$ cat config.mk
export PLATFORM = sky130hd
export DESIGN_NAME = pc_fetch_unit
export DESIGN_NICKNAME = d
export VERILOG_FILES = /design/src/rtl/pipeline_pkg.sv /design/src/rtl/if_skid_buf.sv /design/src/rtl/pc_fetch_unit.sv
export SDC_FILE = /design/constraint.sdc
export NUM_CORES = 1
export LEC_CHECK = 0
export ABC_AREA = 1
export CAP_MARGIN = 20
export CELL_PAD_IN_SITES_DETAIL_PLACEMENT = 0
export CELL_PAD_IN_SITES_GLOBAL_PLACEMENT = 1
export CORE_ASPECT_RATIO = 0.6
export CORE_MARGIN = 10
export CORE_UTILIZATION = 40
export CTS_CLUSTER_SIZE = 12
export DETAILED_ROUTE_END_ITERATION = 8
export GPL_TIMING_DRIVEN = 0
export PLACE_DENSITY = 0.78
export SETUP_SLACK_MARGIN = 0.05
export SLEW_MARGIN = 20
export SYNTH_ARGS = -nofsm -noshare
export SYNTH_HDL_FRONTEND = slang
export SYNTH_HIERARCHICAL = 1
export SYNTH_SLANG_ARGS = --single-unit
$ cat constraint.sdc
create_clock -name clk -period 5.15 [get_ports clk]
set_input_delay 1.03 -clock clk [delete_from_list [all_inputs] [get_ports clk]]
set_output_delay 1.03 -clock clk [all_outputs]
set_load 0.05 [all_outputs]
$ cat src/rtl/pipeline_pkg.sv
// Shared IF-stage definitions: default fetch geometry and the fetch sequencer state encoding.
package pipeline_pkg;

    localparam int          DEF_WIDTH    = 32;
    localparam logic [31:0] DEF_RESET_PC = 32'h0000_0000;
    localparam int          DEF_PC_STEP  = 4;

    typedef enum logic [1:0] {
        ST_IDLE = 2'd0,
        ST_REQ  = 2'd1,
        ST_WAIT = 2'd2,
        ST_KILL = 2'd3
    } fetch_state_e;

endpackage

$ cat src/rtl/if_skid_buf.sv
// One-entry {pc, instr} holding register that catches a fetch returning while IF/ID is stalled.
module if_skid_buf #(
    parameter int WIDTH = 32
) (
    input  logic             clk,
    input  logic             rst_n,
    input  logic             load_i,
    input  logic             clear_i,
    input  logic [WIDTH-1:0] pc_i,
    input  logic [WIDTH-1:0] instr_i,
    output logic             full_o,
    output logic [WIDTH-1:0] pc_o,
    output logic [WIDTH-1:0] instr_o
);

    logic             full_q;
    logic [WIDTH-1:0] pc_q;
    logic [WIDTH-1:0] instr_q;

    always_ff @(posedge clk or negedge rst_n) begin
        if (!rst_n) begin
            full_q <= 1'b0;
        end else if (clear_i) begin
            full_q <= 1'b0;
        end else if (load_i) begin
            full_q <= 1'b1;
        end
    end

    // Payload is only meaningful while full_q is set, so it carries no reset.
    always_ff @(posedge clk) begin
        if (load_i) begin
            pc_q    <= pc_i;
            instr_q <= instr_i;
        end
    end

    assign full_o  = full_q;
    assign pc_o    = pc_q;
    assign instr_o = instr_q;

endmodule

$ cat src/rtl/pc_fetch_unit.sv
// IF-stage PC register and single-outstanding instruction-fetch sequencer feeding the IF/ID register.
module pc_fetch_unit
    import pipeline_pkg::*;
#(
    parameter int               WIDTH    = DEF_WIDTH,
    parameter logic [WIDTH-1:0] RESET_PC = WIDTH'(DEF_RESET_PC),
    parameter int               PC_STEP  = DEF_PC_STEP
) (
    input  logic             clk,
    input  logic             rst_n,
    input  logic             stall_i,
    input  logic             redirect_i,
    input  logic [WIDTH-1:0] redirect_pc_i,
    output logic             imem_req_o,
    output logic [WIDTH-1:0] imem_addr_o,
    input  logic             imem_ack_i,
    input  logic [WIDTH-1:0] imem_rdata_i,
    output logic             if_valid_o,
    output logic [WIDTH-1:0] if_pc_o,
    output logic [WIDTH-1:0] if_instr_o
);

    localparam logic [WIDTH-1:0] STEP       = WIDTH'(PC_STEP);
    localparam logic [WIDTH-1:0] ALIGN_MASK = ~(STEP - WIDTH'(1));

    fetch_state_e     state_q, state_d;
    logic [WIDTH-1:0] pc_q, pc_d;
    logic [WIDTH-1:0] kill_addr_q, kill_addr_d;
    logic             out_vld_q, out_vld_d;
    logic [WIDTH-1:0] out_pc_q, out_pc_d;
    logic [WIDTH-1:0] out_instr_q, out_instr_d;

    logic             req, ack, consumed;
    logic [WIDTH-1:0] pc_mux;
    logic             skid_load, skid_clear, skid_full;
    logic [WIDTH-1:0] skid_pc, skid_instr;

    assign req      = (state_q == ST_REQ) || (state_q == ST_KILL);
    assign ack      = imem_ack_i && req;
    assign consumed = out_vld_q && !stall_i;
    assign pc_mux   = redirect_i ? (redirect_pc_i & ALIGN_MASK) : (pc_q + STEP);

    if_skid_buf #(.WIDTH(WIDTH)) u_skid (
        .clk     (clk),
        .rst_n   (rst_n),
        .load_i  (skid_load),
        .clear_i (skid_clear),
        .pc_i    (pc_q),
        .instr_i (imem_rdata_i),
        .full_o  (skid_full),
        .pc_o    (skid_pc),
        .instr_o (skid_instr)
    );

    always_comb begin
        state_d     = state_q;
        pc_d        = pc_q;
        kill_addr_d = kill_addr_q;
        out_vld_d   = out_vld_q;
        out_pc_d    = out_pc_q;
        out_instr_d = out_instr_q;
        skid_load   = 1'b0;
        skid_clear  = 1'b0;
        if (redirect_i) begin
            pc_d       = pc_mux;
            out_vld_d  = 1'b0;
            skid_clear = 1'b1;
            // An unanswered request cannot be withdrawn; park it in KILL at its original address.
            if (!ack && (state_q == ST_REQ || state_q == ST_KILL)) begin
                state_d = ST_KILL;
                if (state_q == ST_REQ) begin
                    kill_addr_d = pc_q;
                end
            end else begin
                state_d = ST_REQ;
            end
        end else begin
            if (consumed) begin
                out_vld_d = 1'b0;
            end
            case (state_q)
                ST_IDLE: state_d = ST_REQ;
                ST_REQ: begin
                    if (ack) begin
                        pc_d = pc_mux;
                        if (!out_vld_q || consumed) begin
                            out_vld_d   = 1'b1;
                            out_pc_d    = pc_q;
                            out_instr_d = imem_rdata_i;
                        end else begin
                            skid_load = 1'b1;
                            state_d   = ST_WAIT;
                        end
                    end
                end
                ST_WAIT: begin
                    if (consumed && skid_full) begin
                        out_vld_d   = 1'b1;
                        out_pc_d    = skid_pc;
                        out_instr_d = skid_instr;
                        skid_clear  = 1'b1;
                        state_d     = ST_REQ;
                    end
                end
                ST_KILL: begin
                    if (ack) begin
                        state_d = ST_REQ;
                    end
                end
                default: state_d = ST_IDLE;
            endcase
        end
    end

    always_ff @(posedge clk or negedge rst_n) begin
        if (!rst_n) begin
            state_q     <= ST_IDLE;
            pc_q        <= RESET_PC;
            out_vld_q   <= 1'b0;
            out_pc_q    <= '0;
            out_instr_q <= '0;
        end else begin
            state_q     <= state_d;
            pc_q        <= pc_d;
            out_vld_q   <= out_vld_d;
            out_pc_q    <= out_pc_d;
            out_instr_q <= out_instr_d;
        end
    end

    always_ff @(posedge clk) begin
        kill_addr_q <= kill_addr_d;
    end

    assign imem_req_o  = req;
    assign imem_addr_o = (state_q == ST_KILL) ? kill_addr_q : pc_q;
    assign if_valid_o  = out_vld_q;
    assign if_pc_o     = out_pc_q;
    assign if_instr_o  = out_instr_q;

endmodule

==> results_dict.tcl <==
set metrics [dict create \
    post_cts.repair.setup_buffers 0 \
    largest_net_degree_at_the_start_of_global_routing 54 \
    syn_avg_cell_area_um2 9.72 \
    ant_nets 0 \
    muxShareOfSynthArea_pct 3.91 \
    ys.warnings.count 6 \
    post_route_cells_drive_above_1_share_pct 5.40 \
    cts.repair.resized 0 \
    grt_setup_unrepaired "false" \
    drcViolationCount 0 \
    worst_ep_required_time_ns 4.12 \
    run_status "completed" \
    final_area_um2 11200 \
    totalPowerFinal_uw 6960 \
    grt_antenna_before_repair 0 \
    cts_made_buffers 17 \
    seq_area_frac_synth_pct 62.4 \
    synthAdderAreaFrac_pct 0.592 \
    dieWidth_um 208 \
    max_cap_viol_count 0 \
    tritoncts "done" \
    grt_first_pass_wirelength_um 41300 \
    timing.critical_path.to_type "output port" \
    die_y_um 133 \
    num_antenna_cells 0 \
    cts_root_buffer "sky130_fd_sc_hd__clkbuf_16" \
    setup-tns-final_ns 0 \
    post_synth_cell_types 32 \
    powerDensity_nw_per_um2 624 \
    overflow 0 \
    site_row_count 41 \
    placement.setup.worst_slack_ns 1.14 \
    floorplan.die_area_um2 27500 \
    timing_worst_slew_pin_value_ns 0.752 \
    final-hold-violation-count 0 \
    netlist_area_um2 8460 \
    boundaryPins 167 \
    drt_pre_antenna_iters 6 \
    critPathLaunchType "flip-flop" \
    htree_levels 4 \
    finish.net_count 1134 \
    critPathArrivalTime_ns 3.47 \
    fmax_mhz 222 \
    route.detailed.wl_per_inst_um 19.7 \
    core_region_um2 20900 \
    fin_skew_ns 0.0122 \
    vias_in_the_first_global_route 6810 \
    routed_wl_um 26700 \
    syn_to_final_growth_pct 32.1 \
    layout_commonest_cell "sky130_fd_sc_hd__nand2_1" \
    path_max_fanout 10 \
    synth_simple_gate_area_share_pct 17.6 \
    synth_top_family_by_area "simple AND/OR/NAND/NOR gates" \
    route.vias.total 6962 \
    cts.sinks 192 \
    synth-xor-area-share_pct 0.104 \
    final_period_minus_worst_setup_slack_ns 4.50 \
    grt_use_total_pct 19.2 \
    cts-hold-fix-buffers 0 \
    start_util_pct 40.5 \
    clkLatencyLatePin_ns 0.44 \
    p_leak_uw 0.00450 \
    final.hold.worst_slack_ns 0.472 \
    route.detailed.vias_per_inst 5.15 \
    holdCritPathClass "reg -> reg" \
    yosys_reg_bits 192 \
    setup_viol 0 \
    final_cell_mix "sky130_fd_sc_hd__nand2_1, sky130_fd_sc_hd__clkdlybuf4s50_1, sky130_fd_sc_hd__dfrtp_1" \
    synthCells 870 \
    synth-compound-area-share_pct 10.5 \
    final.setup.worst_slack_ns 0.650 \
    clock_path_buffers 2 \
    n_fill_cell 1890 \
    worst_ir_drop_vdd_mv 0.319 \
    dp.final_hpwl_um 20000 \
    port_buffers 162 \
    path_type_of_the_worst_setup_path "reg -> out" \
    report.final.slew_viol_count 0 \
    detailed_place.area_um2 10600 \
    cts.reportedPaths.clkPinSlew_ns 0.07 \
    final.period_utilization_pct 87.4 \
    max_slew_margin_pct 49.8 \
    gp_congestion 0.929 \
    drc_violation_total_after_the_first_tritonroute_iteration 555 \
]
-- power by group --
group	leakage, uW	total, uW	switching (uW)	internal [uW]
clock	0.000284	1340	618	724
combinational	0.00215	3390	2360	1030
sequential	0.00206	2230	248	1980
total	0.00450	6960	3220	3740
-- flip-flops by register name, summed over array words and instances, names as in the netlist --
| signal | count |
|---|---|
| if_valid_o | 1 |
| u_skid/full_o | 1 |
| if_pc_o | 32 |
| if_instr_o | 32 |
| pc_q | 30 |
| u_skid/instr_o | 32 |
| state_q | 2 |
| kill_addr_q | 30 |
| u_skid/pc_o | 32 |
-- routing by layer --
metal | wire length [um] | share of wire (%) | GRT usage, %
met4 | 184 | 0.69 | 3.73
met5 | 0 | 0 | 0
met3 | 1950 | 7.3 | 5.19
met1 | 13600 | 51 | 28.8
met2 | 11000 | 41 | 26.9
-- final timing paths --
kind / startpoint / to / slack [ns] / cells past startpoint
min in group asynchronous: rst_n / if_pc_o[11] / 0.52 / 1
max reg2reg: state_q[1] / u_skid/pc_o[28] / 2.47 / 10
max: state_q[0] / imem_addr_o[23] / 0.65 / 6
min reg2reg: u_skid/pc_o[0] / if_pc_o[0] / 0.47 / 2
min: u_skid/pc_o[0] / if_pc_o[0] / 0.47 / 2
max in group asynchronous: rst_n / if_instr_o[24] / 3.97 / 2
-- area by class of cell --
class | instances | area, um2 | share of cell area, %
buffer | 40 | 205 | 1.84
timing repair buffer | 169 | 1750 | 15.7
multi-input combinational | 587 | 2790 | 25.0
inverter | 54 | 205 | 1.84
clock inverter | 15 | 161 | 1.45
sequential | 192 | 5280 | 47.2
tap | 279 | 349 | 3.13
clock buffer | 17 | 425 | 3.81
-- worst max-delay path: stages (launching register included) --
cell and delay, ns:
sky130_fd_sc_hd__dfrtp_1 0.40, sky130_fd_sc_hd__ha_1 0.34, sky130_fd_sc_hd__clkbuf_1 0.58, sky130_fd_sc_hd__clkbuf_1 0.52, sky130_fd_sc_hd__nand2_1 0.08, sky130_fd_sc_hd__o21ai_0 0.20
sky130_fd_sc_hd__clkdlybuf4s50_1 0.90
-- Yosys cell counts, drive strengths merged --
master | n | share of area [%]
mux2i | 33 | 3.9
a211oi | 1 | 0.24
o211ai | 4 | 0.36
a31oi | 2 | 0.15
o221ai | 4 | 0.41
ha | 4 | 0.59
o311ai | 1 | 0.10
dfrtp | 98 | 29
nand3 | 44 | 2.6
nand3b | 1 | 0.089
inv | 53 | 2.4
buf | 13 | 1.2
o22ai | 2 | 0.15
nor3 | 2 | 0.12
nor2 | 62 | 2.8
o21bai | 2 | 0.18
o21ai | 145 | 8.6
conb | 1 | 0.044
clkbuf | 27 | 1.2
clkinv | 1 | 0.044
a21oi | 4 | 0.24
edfxtp | 94 | 33
nand4 | 1 | 0.074
a32oi | 1 | 0.10
nand2 | 269 | 12
xor2 | 1 | 0.10
-- through the flow --
stage	std cells	utilization (%)
final	1353	53.5
after global routing	1353	53.5
after CTS	1353	53.5
after detailed placement	1321	50.7
after global placement	1314	50.0
after floorplan	873	-
-- cell families (layout without fill, tap and decap cells) --
group,after synthesis,in the layout
flops,192,192
compound gates,166,166
buf+inv,94,295
other cells,1,4
fa+ha+maj,4,4
xor+xnor,1,1
mux,33,33
simple gates,379,379
No activity file was read; power rests on OpenSTA's default activity.
